--- src/rtl/lcd_refresh_scheduler_pkg.sv ---
// Shared pet-display definitions for the LCD refresh scheduler.
// Holds the scheduler FSM state encoding, the LCD region codes and the
// default parameter values used by the scheduler and its users.
package lcd_refresh_scheduler_pkg;

   // Default parameter values
   localparam int DEF_MAX_VALUE      = 5;
   localparam int DEF_NUM_FACES      = 9;
   localparam int DEF_HOLDOFF_CYCLES = 8;
   localparam int DEF_TIMEOUT_CYCLES = 1024;

   // LCD region codes carried on lcd_region
   localparam logic REGION_FACE  = 1'b0;   // line 1: face
   localparam logic REGION_STATS = 1'b1;   // line 2: feed/joy/energy

   // Scheduler FSM states
   typedef enum logic [1:0] {
      ST_IDLE      = 2'd0,
      ST_ISSUE     = 2'd1,
      ST_WAIT_DONE = 2'd2,
      ST_HOLDOFF   = 2'd3
   } state_t;

endpackage

--- src/rtl/lcd_refresh_scheduler_interval_counter.sv ---
// Down-counter used by the scheduler for both the lcd_done wait window and
// the holdoff interval.
// Ports:
//   clk        - clock, rising edge
//   reset      - synchronous active-low reset, clears the count
//   load       - load load_value (has priority over enable)
//   load_value - value to load; the interval lasts load_value+1 cycles
//   enable     - count down by one per cycle, saturating at zero
//   tc         - terminal count, high while the count is zero
module lcd_refresh_scheduler_interval_counter #(
   parameter int WIDTH = 11
) (
   input  logic             clk,
   input  logic             reset,
   input  logic             load,
   input  logic [WIDTH-1:0] load_value,
   input  logic             enable,
   output logic             tc
);

   logic [WIDTH-1:0] count_r;

   // Interval count register: load wins over decrement, decrement stops at zero.
   always_ff @(posedge clk) begin
      if (!reset) begin
         count_r <= {WIDTH{1'b0}};
      end else if (load) begin
         count_r <= load_value;
      end else if (enable && (count_r != {WIDTH{1'b0}})) begin
         count_r <= count_r - WIDTH'(1);
      end else begin
         count_r <= count_r;
      end
   end

   assign tc = (count_r == {WIDTH{1'b0}});

endmodule

--- src/rtl/lcd_refresh_scheduler.sv ---
// LCD refresh scheduler for the pet display.
// Watches the live pet state, detects which LCD region is stale, and issues
// one region redraw at a time to the LCD controller, with round-robin
// arbitration, a done-timeout and a minimum holdoff between redraws.
// Ports:
//   clk, reset                               - clock; synchronous active-low reset
//   face_in, feed_in, joy_in, energy_in      - live pet state (clamped internally)
//   lcd_done                                 - redraw finished pulse from LCD controller
//   lcd_start, lcd_region                    - redraw request pulse and region select
//   face, feed_value, joy_value, energy_value - snapshot values for the LCD controller
//   busy                                     - high whenever the FSM is not idle
//   timeout_err                              - sticky: lcd_done did not arrive in time
module lcd_refresh_scheduler
   import lcd_refresh_scheduler_pkg::*;
#(
   parameter int MAX_VALUE      = DEF_MAX_VALUE,
   parameter int NUM_FACES      = DEF_NUM_FACES,
   parameter int HOLDOFF_CYCLES = DEF_HOLDOFF_CYCLES,
   parameter int TIMEOUT_CYCLES = DEF_TIMEOUT_CYCLES
) (
   input  logic                          clk,
   input  logic                          reset,
   input  logic [$clog2(NUM_FACES)-1:0]  face_in,
   input  logic [$clog2(MAX_VALUE):0]    feed_in,
   input  logic [$clog2(MAX_VALUE):0]    joy_in,
   input  logic [$clog2(MAX_VALUE):0]    energy_in,
   input  logic                          lcd_done,
   output logic                          lcd_start,
   output logic                          lcd_region,
   output logic [$clog2(NUM_FACES)-1:0]  face,
   output logic [$clog2(MAX_VALUE):0]    feed_value,
   output logic [$clog2(MAX_VALUE):0]    joy_value,
   output logic [$clog2(MAX_VALUE):0]    energy_value,
   output logic                          busy,
   output logic                          timeout_err
);

   localparam int FW       = $clog2(NUM_FACES);
   localparam int VW       = $clog2(MAX_VALUE) + 1;
   localparam int CNT_SPAN = (TIMEOUT_CYCLES > HOLDOFF_CYCLES) ? TIMEOUT_CYCLES : HOLDOFF_CYCLES;
   localparam int CW       = $clog2(CNT_SPAN + 1);

   localparam logic [FW-1:0] FACE_MAX     = FW'(NUM_FACES - 1);
   localparam logic [VW-1:0] VAL_MAX      = VW'(MAX_VALUE);
   // The counter runs load_value+1 cycles before tc, hence the -1.
   localparam logic [CW-1:0] TIMEOUT_LOAD = CW'(TIMEOUT_CYCLES - 1);
   localparam logic [CW-1:0] HOLD_LOAD    = CW'(HOLDOFF_CYCLES - 1);

   state_t          state_r;
   logic            lcd_start_r, lcd_region_r, busy_r, timeout_err_r;
   logic            force_face_r, force_stats_r, last_region_r;
   logic [FW-1:0]   face_r;
   logic [VW-1:0]   feed_r, joy_r, energy_r;

   logic [FW-1:0]   face_c_s;
   logic [VW-1:0]   feed_c_s, joy_c_s, energy_c_s;
   logic            dirty_face_s, dirty_stats_s, any_dirty_s, sel_region_s;
   logic            cnt_load_s, cnt_en_s, cnt_tc_s;
   logic [CW-1:0]   cnt_value_s;

   function automatic logic [VW-1:0] clamp_val(input logic [VW-1:0] v);
      return (v > VAL_MAX) ? VAL_MAX : v;
   endfunction

   // Clamp live inputs and compare against the displayed snapshot.
   always_comb begin
      face_c_s      = (face_in > FACE_MAX) ? FACE_MAX : face_in;
      feed_c_s      = clamp_val(feed_in);
      joy_c_s       = clamp_val(joy_in);
      energy_c_s    = clamp_val(energy_in);
      dirty_face_s  = force_face_r | (face_c_s != face_r);
      dirty_stats_s = force_stats_r | (feed_c_s != feed_r) |
                      (joy_c_s != joy_r) | (energy_c_s != energy_r);
      any_dirty_s   = dirty_face_s | dirty_stats_s;
   end

   // Region arbitration: round-robin when both are dirty, otherwise the dirty one.
   always_comb begin
      if (dirty_face_s && dirty_stats_s) begin
         sel_region_s = ~last_region_r;
      end else if (dirty_stats_s) begin
         sel_region_s = REGION_STATS;
      end else begin
         sel_region_s = REGION_FACE;
      end
   end

   // Counter control: arm the done window on ISSUE, arm holdoff on leaving WAIT_DONE.
   always_comb begin
      cnt_load_s  = 1'b0;
      cnt_en_s    = 1'b0;
      cnt_value_s = HOLD_LOAD;
      case (state_r)
         ST_ISSUE: begin
            cnt_load_s  = 1'b1;
            cnt_value_s = TIMEOUT_LOAD;
         end
         ST_WAIT_DONE: begin
            cnt_en_s = 1'b1;
            if (lcd_done || cnt_tc_s) begin
               cnt_load_s = 1'b1;
            end else begin
               cnt_load_s = 1'b0;
            end
         end
         ST_HOLDOFF: begin
            cnt_en_s = 1'b1;
         end
         default: begin
            cnt_en_s = 1'b0;
         end
      endcase
   end

   lcd_refresh_scheduler_interval_counter #(
      .WIDTH (CW)
   ) u_interval_counter (
      .clk        (clk),
      .reset      (reset),
      .load       (cnt_load_s),
      .load_value (cnt_value_s),
      .enable     (cnt_en_s),
      .tc         (cnt_tc_s)
   );

   // Scheduler FSM: issue, snapshot capture, done/timeout handling, registered outputs.
   always_ff @(posedge clk) begin
      if (!reset) begin
         state_r       <= ST_IDLE;
         lcd_start_r   <= 1'b0;
         lcd_region_r  <= REGION_FACE;
         busy_r        <= 1'b0;
         timeout_err_r <= 1'b0;
         force_face_r  <= 1'b1;
         force_stats_r <= 1'b1;
         last_region_r <= REGION_STATS;   // so the face region wins first
         face_r        <= {FW{1'b0}};
         feed_r        <= {VW{1'b0}};
         joy_r         <= {VW{1'b0}};
         energy_r      <= {VW{1'b0}};
      end else begin
         case (state_r)
            ST_IDLE: begin
               if (any_dirty_s) begin
                  // Snapshot is captured on entry to ISSUE so it is valid with lcd_start.
                  state_r       <= ST_ISSUE;
                  busy_r        <= 1'b1;
                  lcd_start_r   <= 1'b1;
                  lcd_region_r  <= sel_region_s;
                  last_region_r <= sel_region_s;
                  if (sel_region_s == REGION_FACE) begin
                     face_r       <= face_c_s;
                     force_face_r <= 1'b0;
                  end else begin
                     feed_r        <= feed_c_s;
                     joy_r         <= joy_c_s;
                     energy_r      <= energy_c_s;
                     force_stats_r <= 1'b0;
                  end
               end
            end
            ST_ISSUE: begin
               lcd_start_r <= 1'b0;
               state_r     <= ST_WAIT_DONE;
            end
            ST_WAIT_DONE: begin
               if (lcd_done) begin
                  state_r <= ST_HOLDOFF;
               end else if (cnt_tc_s) begin
                  // Redraw presumed lost: flag it and force the region again.
                  timeout_err_r <= 1'b1;
                  state_r       <= ST_HOLDOFF;
                  if (lcd_region_r == REGION_FACE) begin
                     force_face_r <= 1'b1;
                  end else begin
                     force_stats_r <= 1'b1;
                  end
               end
            end
            ST_HOLDOFF: begin
               if (cnt_tc_s) begin
                  state_r <= ST_IDLE;
                  busy_r  <= 1'b0;
               end
            end
            default: begin
               state_r     <= ST_IDLE;
               busy_r      <= 1'b0;
               lcd_start_r <= 1'b0;
            end
         endcase
      end
   end

   assign lcd_start    = lcd_start_r;
   assign lcd_region   = lcd_region_r;
   assign busy         = busy_r;
   assign timeout_err  = timeout_err_r;
   assign face         = face_r;
   assign feed_value   = feed_r;
   assign joy_value    = joy_r;
   assign energy_value = energy_r;

endmodule

--- config.mk ---
export PLATFORM = sky130hd
export DESIGN_NAME = lcd_refresh_scheduler
export DESIGN_NICKNAME = d
export VERILOG_FILES = /design/src/rtl/lcd_refresh_scheduler_pkg.sv /design/src/rtl/lcd_refresh_scheduler_interval_counter.sv /design/src/rtl/lcd_refresh_scheduler.sv
export SDC_FILE = /design/constraint.sdc
export NUM_CORES = 1
export LEC_CHECK = 0
export CAP_MARGIN = 20
export CORE_AREA = 10 10 88 90
export CTS_BUF_LIST = sky130_fd_sc_hd__clkbuf_4 sky130_fd_sc_hd__clkbuf_8 sky130_fd_sc_hd__clkbuf_16
export DETAILED_ROUTE_END_ITERATION = 7
export DIE_AREA = 0 0 98 100
export PLACE_DENSITY_LB_ADDON = 0.25
export SLEW_MARGIN = 20
export SYNTH_ARGS = -nofsm -noshare
export SYNTH_HDL_FRONTEND = slang
export SYNTH_SLANG_ARGS = --single-unit
--- constraint.sdc ---
create_clock -name clk -period 2.9 [get_ports clk]
set_input_delay 0.725 -clock clk [delete_from_list [all_inputs] [get_ports clk]]
set_output_delay 0.725 -clock clk [all_outputs]
set_load 0.05 [all_outputs]
==> results.yml, run 1 <==
timing:
  hold_viol_final: 0
  worst_slew_pin_slew_ps: 602
  fin_hold_ws_ps: 451
  final_critical_path_setup_slack_ps: 238
  slew_viol_final: 0
  maxSlewHeadroom_pct: 59.5
  finalSetupViolCount: 0
  final.setup.tns_ps: 0
  fin_crit_ps: 2660
  post-route-period-util_pct: 91.8
  largest_clock_skew_in_the_final_design_ps: 4.80
  fmax_mhz: 376
  rsz_0062_raised_after_global_routing: "no"
cells_and_area:
  stdcell_count: 347
  n_antenna_cell: 0
  drive_gt1_share_pct: 13.3
  final_area_um2: 2600
  area_growth_syn_to_layout_pct: 31.8
  final_net_count: 293
synth:
  ys_ff_latch: 36
  synthDistinctLibCells: 58
  synth_area_leader_cell: "dfxtp_1"
  ys_async_sr_fraction_pct: 0
  synthDominantCellAreaShare_pct: 36.5
  syn_inst: 220
  synth.area.top_cells: "dfxtp_1 37%, mux2i_1 6.1%, nor2_1 3.4%"
  ys.warnings.count: 0
  synth.yosys.seq_area_share_pct: 36.5
  synth_area_um2: 1970
  postSynth.topFlopCell: "dfxtp_1"
  postSynthNetCount: 244
  synth-edff-count: 0
  avgSynthCellArea_um2: 8.97
detailed_routing:
  post-route-drc-count: 0
  drtPass1Iterations: 4
  overall_routed_net_length_um: 4700
  detail_route.wl_per_cell_um: 13.5
  num_vias: 1733
  routed_via_density: 4.99
  detail-route-antenna-nets: 0
  drt-initial-drc-count: 52
setup_path:
  cpPeakStageDelay_ps: 490
  critPathKind: "primary input to flop"
  timing.critical_path.cells: "clkdlybuf4s50_1, nor3b_1, nand3b_1, a2111oi_4, and3_1, nand3_4, a311oi_2"
  cp.arrival_ps: 2870
  timing.reg2reg.worst_path_depth: 6
  required_ps: 3110
  regToRegStartpoint: "energy_value[3]"
  crit_fanout: 6
  timing.critical_path.slowest_stage_cell: "clkdlybuf4s50_1"
  worst_setup_path_end_kind: "flop"
  source_of_the_critical_timing_path: "feed_in[1]"
  buffers_plus_inverters_on_the_worst_setup_path: 1
  critical-path-top-delay-family: "simple AND/OR/NAND/NOR gates"
  crit_cells: 7
  worstSetupStartpointType: "primary input"
die:
  die_area_um2: 9800
  die_h_um: 100
  die_boundary_width_um: 98
  core.rowCount: 29
  floorplan.initialDensity_pct: 32.2
  core_region_area_um2: 6130
  ports: 39
worst_hold_path:
  min-delay-path-class: "flop to flop"
  min_delay_path_depth: 2
  worstHoldStart: "timeout_err"
global_routing:
  globalRouteTotalUtil_pct: 9.65
  first_pass_grt_wire_length_um: 8070
  grt_remaining_overflow: 0
  grt_start_max_net_pins: 21
  antenna_found_initial: 0
  grt_pass1_vias: 1703
pwr:
  cellPowerDensity_nw_per_um2: 994
  cell_internal_pwr_mw: 1.44
  switching_share_pct: 44.2
  combinationalPowerShare_pct: 51.9
  power.clock.fraction_pct: 17.1
  p_leak_nw: 0.959
  switching_power_mw: 1.14
  peakVddDrop_v: 0.000489
  share_of_power_burned_in_registers_pct: 30.9
flow_run:
  cap_viol_max_count: 0
run_status:
  outcome: "finished, final reports clean"
clocking:
  clk_pin_slew_worst_setup_hold_paths_ps: 80
  cts_buffers: 5
  tritoncts_clock_tree: "done"
  post_cts_buffers: 0
  cts_resized: 0
  htreeDepth: 2
  cts_num_sinks: 36
  clockRootBuffer: "clkbuf_8"
  largest_buffer_count_on_any_clock_path: 2
  clock_latency_on_the_worst_skew_pair_ps: 290
  post_cts_hold_buffer_count: 0
placed_design:
  place.detailed.instances: 339
  dp.final_hpwl_um: 3610
  pre_cts_ws_ps: -79.3
  port_buffers: 38
  placedInstanceArea_um2: 2490
  gp_routability_congestion: 0.773
-- power groups by stage --
stage               Clock, mW  Sequential, mW  Combinational, mW
floorplan                   0           0.998              0.804
global placement            0           0.810               1.34
detailed placement          0           0.811               1.35
CTS                     0.455           0.802               1.35
global route            0.469           0.825               1.48
finish                  0.444           0.801               1.34
-- kinds of logic (layout without fill, tap and decap cells) --
family | count (synthesis) | in the layout | share of synthesized area (%)
AND/OR/NAND/NOR | 82 | 82 | 22.9
multiplexers | 12 | 12 | 6.08
buffers and inverters | 19 | 69 | 4.25
flip-flops | 36 | 36 | 36.5
XOR/XNOR | 9 | 9 | 3.99
adder cells (fa/ha/maj) | 5 | 5 | 3.17
AO/OA/AOI/OAI | 57 | 57 | 23.1
-- cell type report --
cell class	count	area [µm²]
timing repair buffer	48	455
tap	77	96.3
clock inverter	3	42.5
inverter	13	48.8
multi-input combinational	165	1170
fill	595	3530
clock buffer	5	68.8
sequential	36	721
-- synthesized netlist by cell type, types with 2 or more instances --
cell type,number
a211oi_1,3
a211oi_2,2
a21oi_1,13
a311oi_2,2
a31oi_1,6
and3_1,6
clkbuf_1,3
dfxtp_1,36
ha_1,5
inv_1,12
mux2i_1,12
nand2_1,16
nand2b_1,5
nand3_1,4
nand3b_1,5
nand4_1,2
nor2_1,18
nor2b_1,5
nor3_1,4
nor4_1,3
o211ai_1,2
o21a_1,2
o21ai_0,6
o21ai_2,2
o21bai_1,2
or2_2,4
or4_1,2
xnor2_1,6
xor2_1,3
-- path summary, 6_finish.rpt --
path | to | slack, ps
setup / recovery | busy | 240
hold / removal | timeout_err | 450
setup reg to reg | busy | 710
hold reg to reg | timeout_err | 450
-- registers in the layout, indices dropped and copies added, names as in the netlist, 2 cells and up --
| register | count |
|---|---|
| feed_value | 4 |
| state_r | 2 |
| face | 4 |
| energy_value | 4 |
| joy_value | 4 |
| u_interval_counter.count_r | 11 |
-- worst register-to-register path: stages (launching register included) --
cell,delay [ps]
dfxtp_1,320
nor4_1,380
o211ai_1,220
a2111oi_4,460
and3_1,380
nand3_4,110
a311oi_2,240
-- through the flow --
stage	util [%]	total power, mW
floorplan	-	1.80
global placement	40.6	2.15
detailed placement	40.6	2.16
CTS	42.4	2.61
global route	42.4	2.77
finish	42.4	2.59
-- layout by cell type, fill, tap and decap left out, drive strengths merged, types with 2 or more instances in the layout --
master         instances
a2111oi                2
a211oi                 5
a21oi                 14
a311oi                 3
a31oi                  7
and3                   7
buf                   10
clkbuf                 5
clkdlybuf4s50         38
clkinv                 2
dfxtp                 36
ha                     5
inv                   12
mux2i                 12
nand2                 16
nand2b                 5
nand3                  5
nand3b                 5
nand4                  2
nor2                  18
nor2b                  5
nor3                   4
nor4                   4
o211ai                 2
o21a                   2
o21ai                  8
o21bai                 3
o41ai                  2
or2                    5
or4                    2
xnor2                  6
xor2                   3
-- per-layer routing --
metal / track usage [%] / up-vias / wire [µm]
met5: 0 / - / 0
met4: 3.36 / 0 / 55
met3: 2.88 / 7 / 180
met2: 16.0 / 22 / 2260
met1: 11.5 / 803 / 2200
li1: - / 901 / -
(Power assumes the default switching activity.)
==> run 2: changes to the inputs <==
Settings changed: GPL_TIMING_DRIVEN set to 0.
==> results.yml, run 2 (synthesis gave the netlist of run 1 again) <==
run_status:
  outcome: "finished, final reports clean"
placed_design:
  dp.final_hpwl_um: 3640
  port_buffers: 38
  gp_routability_congestion: 0.808
  placedInstanceArea_um2: 2450
  pre_cts_ws_ps: -93.2
  place.detailed.instances: 335
pwr:
  cellPowerDensity_nw_per_um2: 978
  peakVddDrop_v: 0.000370
  report.power.total_mw: 2.48
  p_leak_nw: 0.916
setup_path:
  crit_fanout: 4
  worst_setup_path_end_kind: "flop"
  regToRegStartpoint: "joy_value[3]"
  worstSetupStartpointType: "primary input"
  critPathKind: "primary input to flop"
  timing.reg2reg.worst_path_depth: 6
  rrSetupSlack_ps: 690
  cp.arrival_ps: 2840
  worstReg2RegEnd: "state_r[0]"
  required_ps: 3080
detailed_routing:
  drt-initial-drc-count: 58
  drtPass1Iterations: 4
  routed_via_density: 5.04
  detail-route-antenna-nets: 0
  num_vias: 1722
  post-route-drc-count: 0
  detail_route.wl_per_cell_um: 13.9
  overall_routed_net_length_um: 4750
cells_and_area:
  n_antenna_cell: 0
  layout_common_cells: "38 x clkdlybuf4s50_1, 36 x dfxtp_1, 18 x nor2_1"
  layout.area.seq_um2: 721
  final_area_um2: 2540
  largest_register_ff_count: 11
  number_of_filler_instances_in_the_final_layout: 629
  mostFrequentLayoutCell: "clkdlybuf4s50_1"
  final_net_count: 289
  multi_input_comb_area_um2: 1170
  area_growth_syn_to_layout_pct: 28.5
  stdcell_count: 342
  drive_gt1_share_pct: 10.9
  registers.top_by_ff_count: "u_interval_counter.count_r"
die:
  core_region_area_um2: 6130
  ports: 39
  die_h_um: 100
  core.rowCount: 29
  die_boundary_width_um: 98
  die_area_um2: 9800
  floorplan.initialDensity_pct: 32.2
timing:
  fmax_mhz: 376
  maxSlewHeadroom_pct: 57.5
  fin_hold_ws_ps: 463
  slew_viol_final: 0
  worst_slew_pin_slew_ps: 632
  hold_viol_final: 0
  largest_clock_skew_in_the_final_design_ps: 10.5
  fin_crit_ps: 2660
  finalSetupViolCount: 0
  rsz_0062_raised_after_global_routing: "no"
  final_critical_path_setup_slack_ps: 237
  post-route-period-util_pct: 91.8
clocking:
  clockRootBuffer: "clkbuf_8"
  clk_pin_slew_worst_setup_hold_paths_ps: 70
  post_cts_buffers: 0
  largest_buffer_count_on_any_clock_path: 2
  cts_buffers: 5
  htreeDepth: 2
  cts_resized: 0
  cts_num_sinks: 36
  clock_latency_on_the_worst_skew_pair_ps: 290
  post_cts_hold_buffer_count: 0
  tritoncts_clock_tree: "done"
flow_run:
  cap_viol_max_count: 0
global_routing:
  globalRouteTotalUtil_pct: 9.71
  first_pass_grt_wire_length_um: 8050
  grt_start_max_net_pins: 12
  grt_remaining_overflow: 0
  grt_pass1_vias: 1664
  antenna_found_initial: 0
worst_hold_path:
  min_delay_path_depth: 2
  holdPathEnd: "timeout_err"
  min-delay-path-class: "flop to flop"
  worstHoldStart: "timeout_err"
-- run 2: cell types whose count changed in the layout (fill, tap and decap cells not counted), sizes merged --
cell	previous run	this run
buf	10	3
bufinv	1	0
clkbuf	5	8
-- run 2: layout make-up --
class	instances	area share (%)
multi-input combinational	165	46.3
sequential	36	28.4
timing repair buffer	38	15.0
tap	77	3.80
clock buffer	5	2.71
inverter	13	1.92
buffer	6	1.38
clock inverter	2	0.493
-- run 2: critical path, stage by stage --
cell and delay (ps):
clkdlybuf4s50_1 460, a211oi_1 430, xnor2_1 170, a2111oi_4 320, nand4_1 240, o22a_1 290
o211a_1 210
-- run 2: power by group --
| part | total (mW) | internal (mW) | leakage [nW] | switching, mW |
|---|---|---|---|---|
| logic | 1.33 | 0.532 | 0.581 | 0.801 |
| registers | 0.802 | 0.650 | 0.295 | 0.152 |
| clock network | 0.346 | 0.163 | 0.0400 | 0.183 |
| total | 2.48 | 1.34 | 0.916 | 1.14 |
-- run 2: metal layers --
metal	up-vias	part of all wire [%]	global-route usage [%]
met5	-	0	0
met4	0	1.0	3.36
met3	5	3.6	2.61
met2	22	49	16.5
met1	798	47	11.5
li1	897	-	-
-- run 2: per-stage QoR --
step / util (%) / TNS (ps)
after floorplan: - / 0
after global placement: 40.0 / -379
after detailed placement: 40.0 / -474
after CTS: 41.3 / 0
after global routing: 41.4 / 0
final: 41.4 / 0
-- run 2: how the worst max path moves through the flow --
stage / slack (ps) / endpoint / start
after floorplan: 630 / joy_value[1] / face_in[1]
after global placement: -100 / state_r[0] / feed_in[1]
after detailed placement: -90 / state_r[0] / feed_in[1]
after CTS: 210 / state_r[0] / feed_in[1]
after global routing: 40 / state_r[0] / feed_in[2]
final: 240 / state_r[0] / feed_in[2]
